### config.mk
export PLATFORM = sky130hd
export DESIGN_NAME = pf_ddr_dqs_eye_trainer
export DESIGN_NICKNAME = d
export VERILOG_FILES = /design/src/rtl/pf_ddr_dqs_eye_trainer.sv
export SDC_FILE = /design/constraint.sdc
export NUM_CORES = 1
export LEC_CHECK = 0
export ABC_AREA = 0
export CAP_MARGIN = 30
export CORE_MARGIN = 2
export CORE_UTILIZATION = 37
export CTS_CLUSTER_SIZE = 10
export DETAILED_ROUTE_END_ITERATION = 7
export PLACE_DENSITY = 0.57
export RECOVER_POWER = 100
export SLEW_MARGIN = 25
export SYNTH_ARGS = -nofsm -noshare
export SYNTH_HDL_FRONTEND = slang
export SYNTH_SLANG_ARGS = --single-unit
### constraint.sdc
create_clock -name FAB_CLK -period 3.8 [get_ports FAB_CLK]
set_clock_uncertainty 0.15 [all_clocks]
set_input_delay 0.38 -clock FAB_CLK [delete_from_list [all_inputs] [get_ports FAB_CLK]]
set_output_delay 0.38 -clock FAB_CLK [all_outputs]
set_load 0.01 [all_outputs]
### src/rtl/pf_ddr_dqs_eye_trainer.sv
// pf_ddr_dqs_eye_trainer
//   Read-DQS eye trainer for NUM_LANES DDR PHY DQS IOD lanes. Lanes are trained
//   one at a time. Each lane's delay line is swept from tap 0 upward while the
//   EARLY/LATE eye-monitor flags are sampled. The longest passing window is
//   kept, with the lowest window winning a tie. The line is then reloaded and
//   stepped to the window centre.
//   Optional feature macro: DQS_TRAIN_WINDOW_REPORT_EN adds the WINDOW_LEN
//   output, which holds the best window length per lane.
module pf_ddr_dqs_eye_trainer #(
  parameter int NUM_LANES     = 4,
  parameter int TAP_W         = 8,
  parameter int DELAY_TAPS    = 128,
  parameter int SETTLE_CYCLES = 8,
  parameter int MIN_WINDOW    = 4
) (
  input  logic                         FAB_CLK,
  input  logic                         RESET_N,
  input  logic                         START,
  output logic                         BUSY,
  output logic                         DONE,
  output logic [NUM_LANES-1:0]         ERROR,
  output logic [NUM_LANES*TAP_W-1:0]   CENTER_TAP,
`ifdef DQS_TRAIN_WINDOW_REPORT_EN
  output logic [NUM_LANES*TAP_W-1:0]   WINDOW_LEN,
`endif
  output logic [NUM_LANES-1:0]         DELAY_LINE_LOAD,
  output logic [NUM_LANES-1:0]         DELAY_LINE_MOVE,
  output logic [NUM_LANES-1:0]         DELAY_LINE_DIRECTION,
  output logic [NUM_LANES-1:0]         EYE_MONITOR_CLEAR_FLAGS,
  input  logic [NUM_LANES-1:0]         DELAY_LINE_OUT_OF_RANGE,
  input  logic [NUM_LANES-1:0]         EYE_MONITOR_EARLY,
  input  logic [NUM_LANES-1:0]         EYE_MONITOR_LATE
);

  localparam int LW    = (NUM_LANES > 1) ? $clog2(NUM_LANES) : 1;
  localparam int LEN_W = TAP_W + 1;   // window length can reach 2**TAP_W
  localparam int SW    = (SETTLE_CYCLES > 1) ? $clog2(SETTLE_CYCLES) : 1;

  typedef enum logic [3:0] {
    S_IDLE, S_LOAD, S_CLEAR, S_SETTLE, S_SAMPLE,
    S_STEP, S_EVAL, S_CLOAD, S_CSTEP, S_NEXT
  } state_e;

  state_e                     state_q, state_d;
  logic [LW-1:0]              lane_q, lane_d;
  logic [TAP_W-1:0]           tap_q, tap_d;
  logic [TAP_W-1:0]           cnt_q, cnt_d;
  logic                       gap_q, gap_d;
  logic [SW-1:0]              settle_q, settle_d;
  logic [TAP_W-1:0]           cur_start_q, cur_start_d;
  logic [LEN_W-1:0]           cur_len_q, cur_len_d;
  logic [TAP_W-1:0]           best_start_q, best_start_d;
  logic [LEN_W-1:0]           best_len_q, best_len_d;
  logic                       busy_q, busy_d;
  logic                       done_q, done_d;
  logic [NUM_LANES-1:0]       error_q, error_d;
  logic [NUM_LANES*TAP_W-1:0] center_q, center_d;
  logic [NUM_LANES-1:0]       load_q, load_d;
  logic [NUM_LANES-1:0]       move_q, move_d;
  logic [NUM_LANES-1:0]       clr_q, clr_d;
  logic [NUM_LANES-1:0]       dir_q;
`ifdef DQS_TRAIN_WINDOW_REPORT_EN
  logic [NUM_LANES*TAP_W-1:0] win_q, win_d;
`endif

  logic [NUM_LANES-1:0]       sel_s;
  logic                       pass_s;
  logic                       oor_s;
  int                         lane_base_s;
  logic [TAP_W-1:0]           ctr_sel_s;
  logic [TAP_W-1:0]           ctr_calc_s;
  logic [LEN_W-1:0]           new_len_s;

  assign sel_s       = NUM_LANES'(1) << lane_q;
  assign pass_s      = !EYE_MONITOR_EARLY[lane_q] && !EYE_MONITOR_LATE[lane_q];
  assign oor_s       = DELAY_LINE_OUT_OF_RANGE[lane_q];
  assign lane_base_s = int'(lane_q) * TAP_W;
  assign ctr_sel_s   = center_q[lane_base_s +: TAP_W];
  assign ctr_calc_s  = best_start_q + TAP_W'((best_len_q - LEN_W'(1)) >> 1);
  assign new_len_s   = cur_len_q + LEN_W'(1);

  // Next-state, window search and pulse generation for the training sequence.
  always_comb begin
    state_d      = state_q;
    lane_d       = lane_q;
    tap_d        = tap_q;
    cnt_d        = cnt_q;
    gap_d        = gap_q;
    settle_d     = settle_q;
    cur_start_d  = cur_start_q;
    cur_len_d    = cur_len_q;
    best_start_d = best_start_q;
    best_len_d   = best_len_q;
    done_d       = done_q;
    error_d      = error_q;
    center_d     = center_q;
    load_d       = '0;
    move_d       = '0;
    clr_d        = '0;
`ifdef DQS_TRAIN_WINDOW_REPORT_EN
    win_d        = win_q;
`endif
    case (state_q)
      S_IDLE: begin
        if (START) begin
          done_d   = 1'b0;
          error_d  = '0;
          center_d = '0;
`ifdef DQS_TRAIN_WINDOW_REPORT_EN
          win_d    = '0;
`endif
          lane_d   = '0;
          state_d  = S_LOAD;
        end else begin
          state_d  = S_IDLE;
        end
      end
      S_LOAD: begin
        load_d       = sel_s;
        tap_d        = '0;
        cur_start_d  = '0;
        cur_len_d    = '0;
        best_start_d = '0;
        best_len_d   = '0;
        state_d      = S_CLEAR;
      end
      S_CLEAR: begin
        clr_d    = sel_s;
        settle_d = '0;
        state_d  = S_SETTLE;
      end
      S_SETTLE: begin
        if (settle_q == SW'(SETTLE_CYCLES - 1)) begin
          state_d  = S_SAMPLE;
        end else begin
          settle_d = settle_q + SW'(1);
        end
      end
      S_SAMPLE: begin
        if (pass_s) begin
          // A run that starts at this tap has its start captured here.
          if (cur_len_q == LEN_W'(0)) begin
            cur_start_d = tap_q;
          end else begin
            cur_start_d = cur_start_q;
          end
          cur_len_d = new_len_s;
          // Strict compare keeps the lowest window on equal lengths.
          if (new_len_s > best_len_q) begin
            best_start_d = (cur_len_q == LEN_W'(0)) ? tap_q : cur_start_q;
            best_len_d   = new_len_s;
          end else begin
            best_len_d   = best_len_q;
          end
        end else begin
          cur_len_d = '0;
        end
        if ((tap_q == TAP_W'(DELAY_TAPS - 1)) || oor_s) begin
          state_d = S_EVAL;
        end else begin
          state_d = S_STEP;
        end
      end
      S_STEP: begin
        move_d  = sel_s;
        tap_d   = tap_q + TAP_W'(1);
        state_d = S_CLEAR;
      end
      S_EVAL: begin
        if (best_len_q < LEN_W'(MIN_WINDOW)) begin
          error_d[lane_q]                  = 1'b1;
          center_d[lane_base_s +: TAP_W]   = '0;
        end else begin
          center_d[lane_base_s +: TAP_W]   = ctr_calc_s;
        end
`ifdef DQS_TRAIN_WINDOW_REPORT_EN
        win_d[lane_base_s +: TAP_W] = best_len_q[TAP_W-1:0];
`endif
        state_d = S_CLOAD;
      end
      S_CLOAD: begin
        load_d  = sel_s;
        cnt_d   = '0;
        gap_d   = 1'b0;
        state_d = S_CSTEP;
      end
      S_CSTEP: begin
        // Every MOVE is followed by an idle cycle so pulses never abut.
        if (gap_q) begin
          gap_d   = 1'b0;
        end else if (cnt_q < ctr_sel_s) begin
          move_d  = sel_s;
          cnt_d   = cnt_q + TAP_W'(1);
          gap_d   = 1'b1;
        end else begin
          state_d = S_NEXT;
        end
      end
      S_NEXT: begin
        if (lane_q == LW'(NUM_LANES - 1)) begin
          done_d  = 1'b1;
          state_d = S_IDLE;
        end else begin
          lane_d  = lane_q + LW'(1);
          state_d = S_LOAD;
        end
      end
      default: begin
        state_d = S_IDLE;
      end
    endcase
    busy_d = (state_d != S_IDLE);
  end

  // State and output registers with synchronous active-low reset.
  always_ff @(posedge FAB_CLK) begin
    if (!RESET_N) begin
      state_q      <= S_IDLE;
      lane_q       <= '0;
      tap_q        <= '0;
      cnt_q        <= '0;
      gap_q        <= 1'b0;
      settle_q     <= '0;
      cur_start_q  <= '0;
      cur_len_q    <= '0;
      best_start_q <= '0;
      best_len_q   <= '0;
      busy_q       <= 1'b0;
      done_q       <= 1'b0;
      error_q      <= '0;
      center_q     <= '0;
      load_q       <= '0;
      move_q       <= '0;
      clr_q        <= '0;
      dir_q        <= '0;
`ifdef DQS_TRAIN_WINDOW_REPORT_EN
      win_q        <= '0;
`endif
    end else begin
      state_q      <= state_d;
      lane_q       <= lane_d;
      tap_q        <= tap_d;
      cnt_q        <= cnt_d;
      gap_q        <= gap_d;
      settle_q     <= settle_d;
      cur_start_q  <= cur_start_d;
      cur_len_q    <= cur_len_d;
      best_start_q <= best_start_d;
      best_len_q   <= best_len_d;
      busy_q       <= busy_d;
      done_q       <= done_d;
      error_q      <= error_d;
      center_q     <= center_d;
      load_q       <= load_d;
      move_q       <= move_d;
      clr_q        <= clr_d;
      dir_q        <= '1;
`ifdef DQS_TRAIN_WINDOW_REPORT_EN
      win_q        <= win_d;
`endif
    end
  end

  assign BUSY                    = busy_q;
  assign DONE                    = done_q;
  assign ERROR                   = error_q;
  assign CENTER_TAP              = center_q;
  assign DELAY_LINE_LOAD         = load_q;
  assign DELAY_LINE_MOVE         = move_q;
  assign DELAY_LINE_DIRECTION    = dir_q;
  assign EYE_MONITOR_CLEAR_FLAGS = clr_q;
`ifdef DQS_TRAIN_WINDOW_REPORT_EN
  assign WINDOW_LEN              = win_q;
`endif

endmodule

==> run metrics <==
mux share of post-synthesis cell area=0.0593; Inserted Diodes=0; Max clock buf depth=2; I/O pin total=69; f_max=0.297 GHz; setup ws final=0.432 ns; Hold Startpoint=ERROR[0]; critical path required time=3.94 ns; DRC viols=0; routed vias=4878; fraction of registers with async set/reset=0; Clk pin slew, worst setup/hold paths=0.08 ns; row cnt=45; layout net count=750; register area share after synthesis=0.393; fin crit period=3.37 ns; combinational power share=0.063; latest clock arrival within the worst-skew pair=0.36 ns; first-pass GRT wire length=23.3 mm; Critical R2R Capture=cnt_q[1]; Pwr Total=2400 µW; Synth Register Bits=111; core area=15100 µm²; count leader, synth=dfxtp_1; adder-cell share of the synthesized area=0.0788; TritonCTS buffer count=9; power density cells=352 nW/µm²; main combinational cell family by area after synthesis=simple AND/OR/NAND/NOR gates; Max Cap Violations=1; WL per Instance=16.8 µm; RSZ-0062 raised after global routing=false; actual slew at the worst max-slew pin=1.67 ns; Crit Path Class=register to register; Reg power frac=0.492; Synth area leaders=dfxtp_1 39%, ha_1 7.5%, nor2_1 4.6%; hold_ws=0.324 ns; Final Hold Fails=0; clock sink count=111; post-synth top area share=0.393; vias in the first global route=4647; Static Leak=0.00265 µW; post-synth design cell area=5650 µm²; leading area contributor after synthesis=dfxtp_1; Hold EP=ERROR[0]; Post-CTS Hold Fix Bufs=0; Total GRT Usage=0.183; chip height=128 µm; Post-CTS Setup Bufs=0; count of cell types in the netlist=61; Synthesized Nets=690; Slew Limit Fails=8; Root Buffer=clkbuf_16; final RePlAce weighted congestion=0.862; Internal=1860 µW; TritonCTS clock tree=built; DR vias/cell=5.47; initial core utilization=0.375; Hold Path Stages=2; Worst EP arrival=3.51 ns; worst vdd rail ir drop=0.242 mV; share of post-route cells with drive strength above 1=0.0611; Sw Pwr=532 µW; hpwl dp=11.3 mm; Sw Ratio=0.222; XOR/XNOR Fraction of Synth Area=0.0356; setup TNS=0 ns; total routed wirelength=15.0 mm; simple-gate share of the synthesized area=0.211; pre-CTS setup slack=0.550 ns; Area Growth Syn to Fin=20.3%; fin crit share=0.886; CP Launch Type=register; slew margin rel.=-0.121; Primary FF master, synth=dfxtp_1; Setup crit end kind=register; failing checks=capacitance limit, slew limit; H-tree depth=3; outcome=finished with violations; Core Util, Final=0.450; Post-DRT Antenna Nets=0; Buffers on Ports=68; initial antenna violation count=0; Syn Inst Count=640; Filler Cell Count=1482; pin count of the biggest net entering global routing=30; post-cts sizing count=0; worst-path maximum fanout=15; FF-to-FF setup slack=0.43 ns; grt ovf=0; Synth Warn #=0; clock network power share=0.445; Synth Area per Inst=8.83 µm²; Worst R2R Path Depth=9; 1st-iter DRT viols=260; Hold Crit Class=register to register; First-pass DRT Iterations=4; commonest cells in the netlist=111 x dfxtp_1, 70 x nor2_1, 56 x nand2_1; final setup violation count=0; R2R Path Start=lane_q[0]; Post-synth EDFFs=0; die area=16300 µm²; compound-gate portion of the synthesized area=0.173; Die W=128 µm
==> final cells by class <==
cell class                 count  area (µm²)  share of cell area
clock buffer                  11         233              0.0342
inverter                      33         124              0.0182
clock inverter                 4        95.1              0.0140
sequential                   111        2220               0.327
tap                          188         235              0.0346
timing repair buffer          79         757               0.111
multi-input combinational    466        3130               0.461
==> cell families after synthesis <==
| logic type | count (synthesis) |
|---|---|
| compound gates | 146 |
| xor+xnor | 23 |
| fa+ha+maj | 35 |
| buf+inv | 63 |
| flops | 111 |
| mux | 21 |
| simple gates | 241 |
==> power by group through the flow <==
stage	clock (µW)	sequential [µW]	combinational (µW)
after detailed placement	0	1210	154
final	1070	1180	151
after floorplan	0	1200	97.5
after global placement	0	1210	153
after global routing	1130	1180	164
after CTS	1080	1180	155
==> registers in the layout, indices dropped and copies added (netlist names), 8 cells and up <==
| signal | cells |
|---|---|
| best_len_q | 9 |
| tap_q | 8 |
| cnt_q | 8 |
| CENTER_TAP | 32 |
| best_start_q | 8 |
| cur_start_q | 8 |
| cur_len_q | 9 |
==> stage by stage <==
step | std cells | cell area (µm²)
6_report | 892 | 6800
5_1_grt | 892 | 6800
4_1_cts | 891 | 6820
3_5_place_dp | 876 | 6490
3_3_place_gp | 876 | 6490
2_1_floorplan | 640 | 5650
==> worst max path at each step <==
stage,start,to,slack [ns],cells past startpoint
2_1_floorplan,lane_q[0],cnt_q[7],0.55,12
5_1_grt,lane_q[0],cnt_q[1],0.13,9
3_5_place_dp,lane_q[0],cnt_q[1],0.55,10
3_3_place_gp,lane_q[0],cnt_q[1],0.62,10
4_1_cts,lane_q[0],cnt_q[7],0.51,10
6_report,lane_q[0],cnt_q[1],0.43,9
==> layer usage <==
layer,track usage,vias up,part of all wire
met4,0.0601,0,0.018
met1,0.229,2335,0.46
li1,-,2406,-
met2,0.310,122,0.47
met5,0,-,0
met3,0.0461,15,0.051
==> placed cells by master (no fill, tap or decap), types with 3 or more instances in the layout <==
cell type        netlist  final
a21oi_1               44     44
nor4_1                 4      6
nor3_1                13     13
a22oi_1               26     26
or3_1                  9      9
a21o_1                 4      4
inv_1                 33     33
xnor2_1               17     17
a22o_1                 9      9
bufinv_16              0      3
nand2_1               56     56
o21ai_0               28     28
a21boi_0               4      4
and3_1                 7      7
mux4_2                10     10
dfxtp_1              111    111
clkdlybuf4s50_1        0     13
xor2_1                 6      6
and2_0                 0     10
ha_1                  34     34
dlygate4sd3_1          0     55
a211oi_1               4      5
nor2b_1                4      4
and2_1                15      5
nand4_1                3      3
nor2_1                70     71
clkbuf_16              0      9
nand2b_1               3      3
clkbuf_1              17      3
mux2i_1               11     11
a32o_1                 8      8
buf_4                  4      9
nand3_1               39     39
==> critical path, cell delays in order, from the launching register on <==
cell and delay (ns):
dfxtp_1 0.58, mux4_2 0.55, inv_1 0.11, ha_1 0.26, a211oi_1 0.21, nor2_1 0.08
a211oi_1 0.31, a21boi_1 0.34, or3b_2 0.55, a21oi_1 0.14
(Power assumes the default switching activity.)
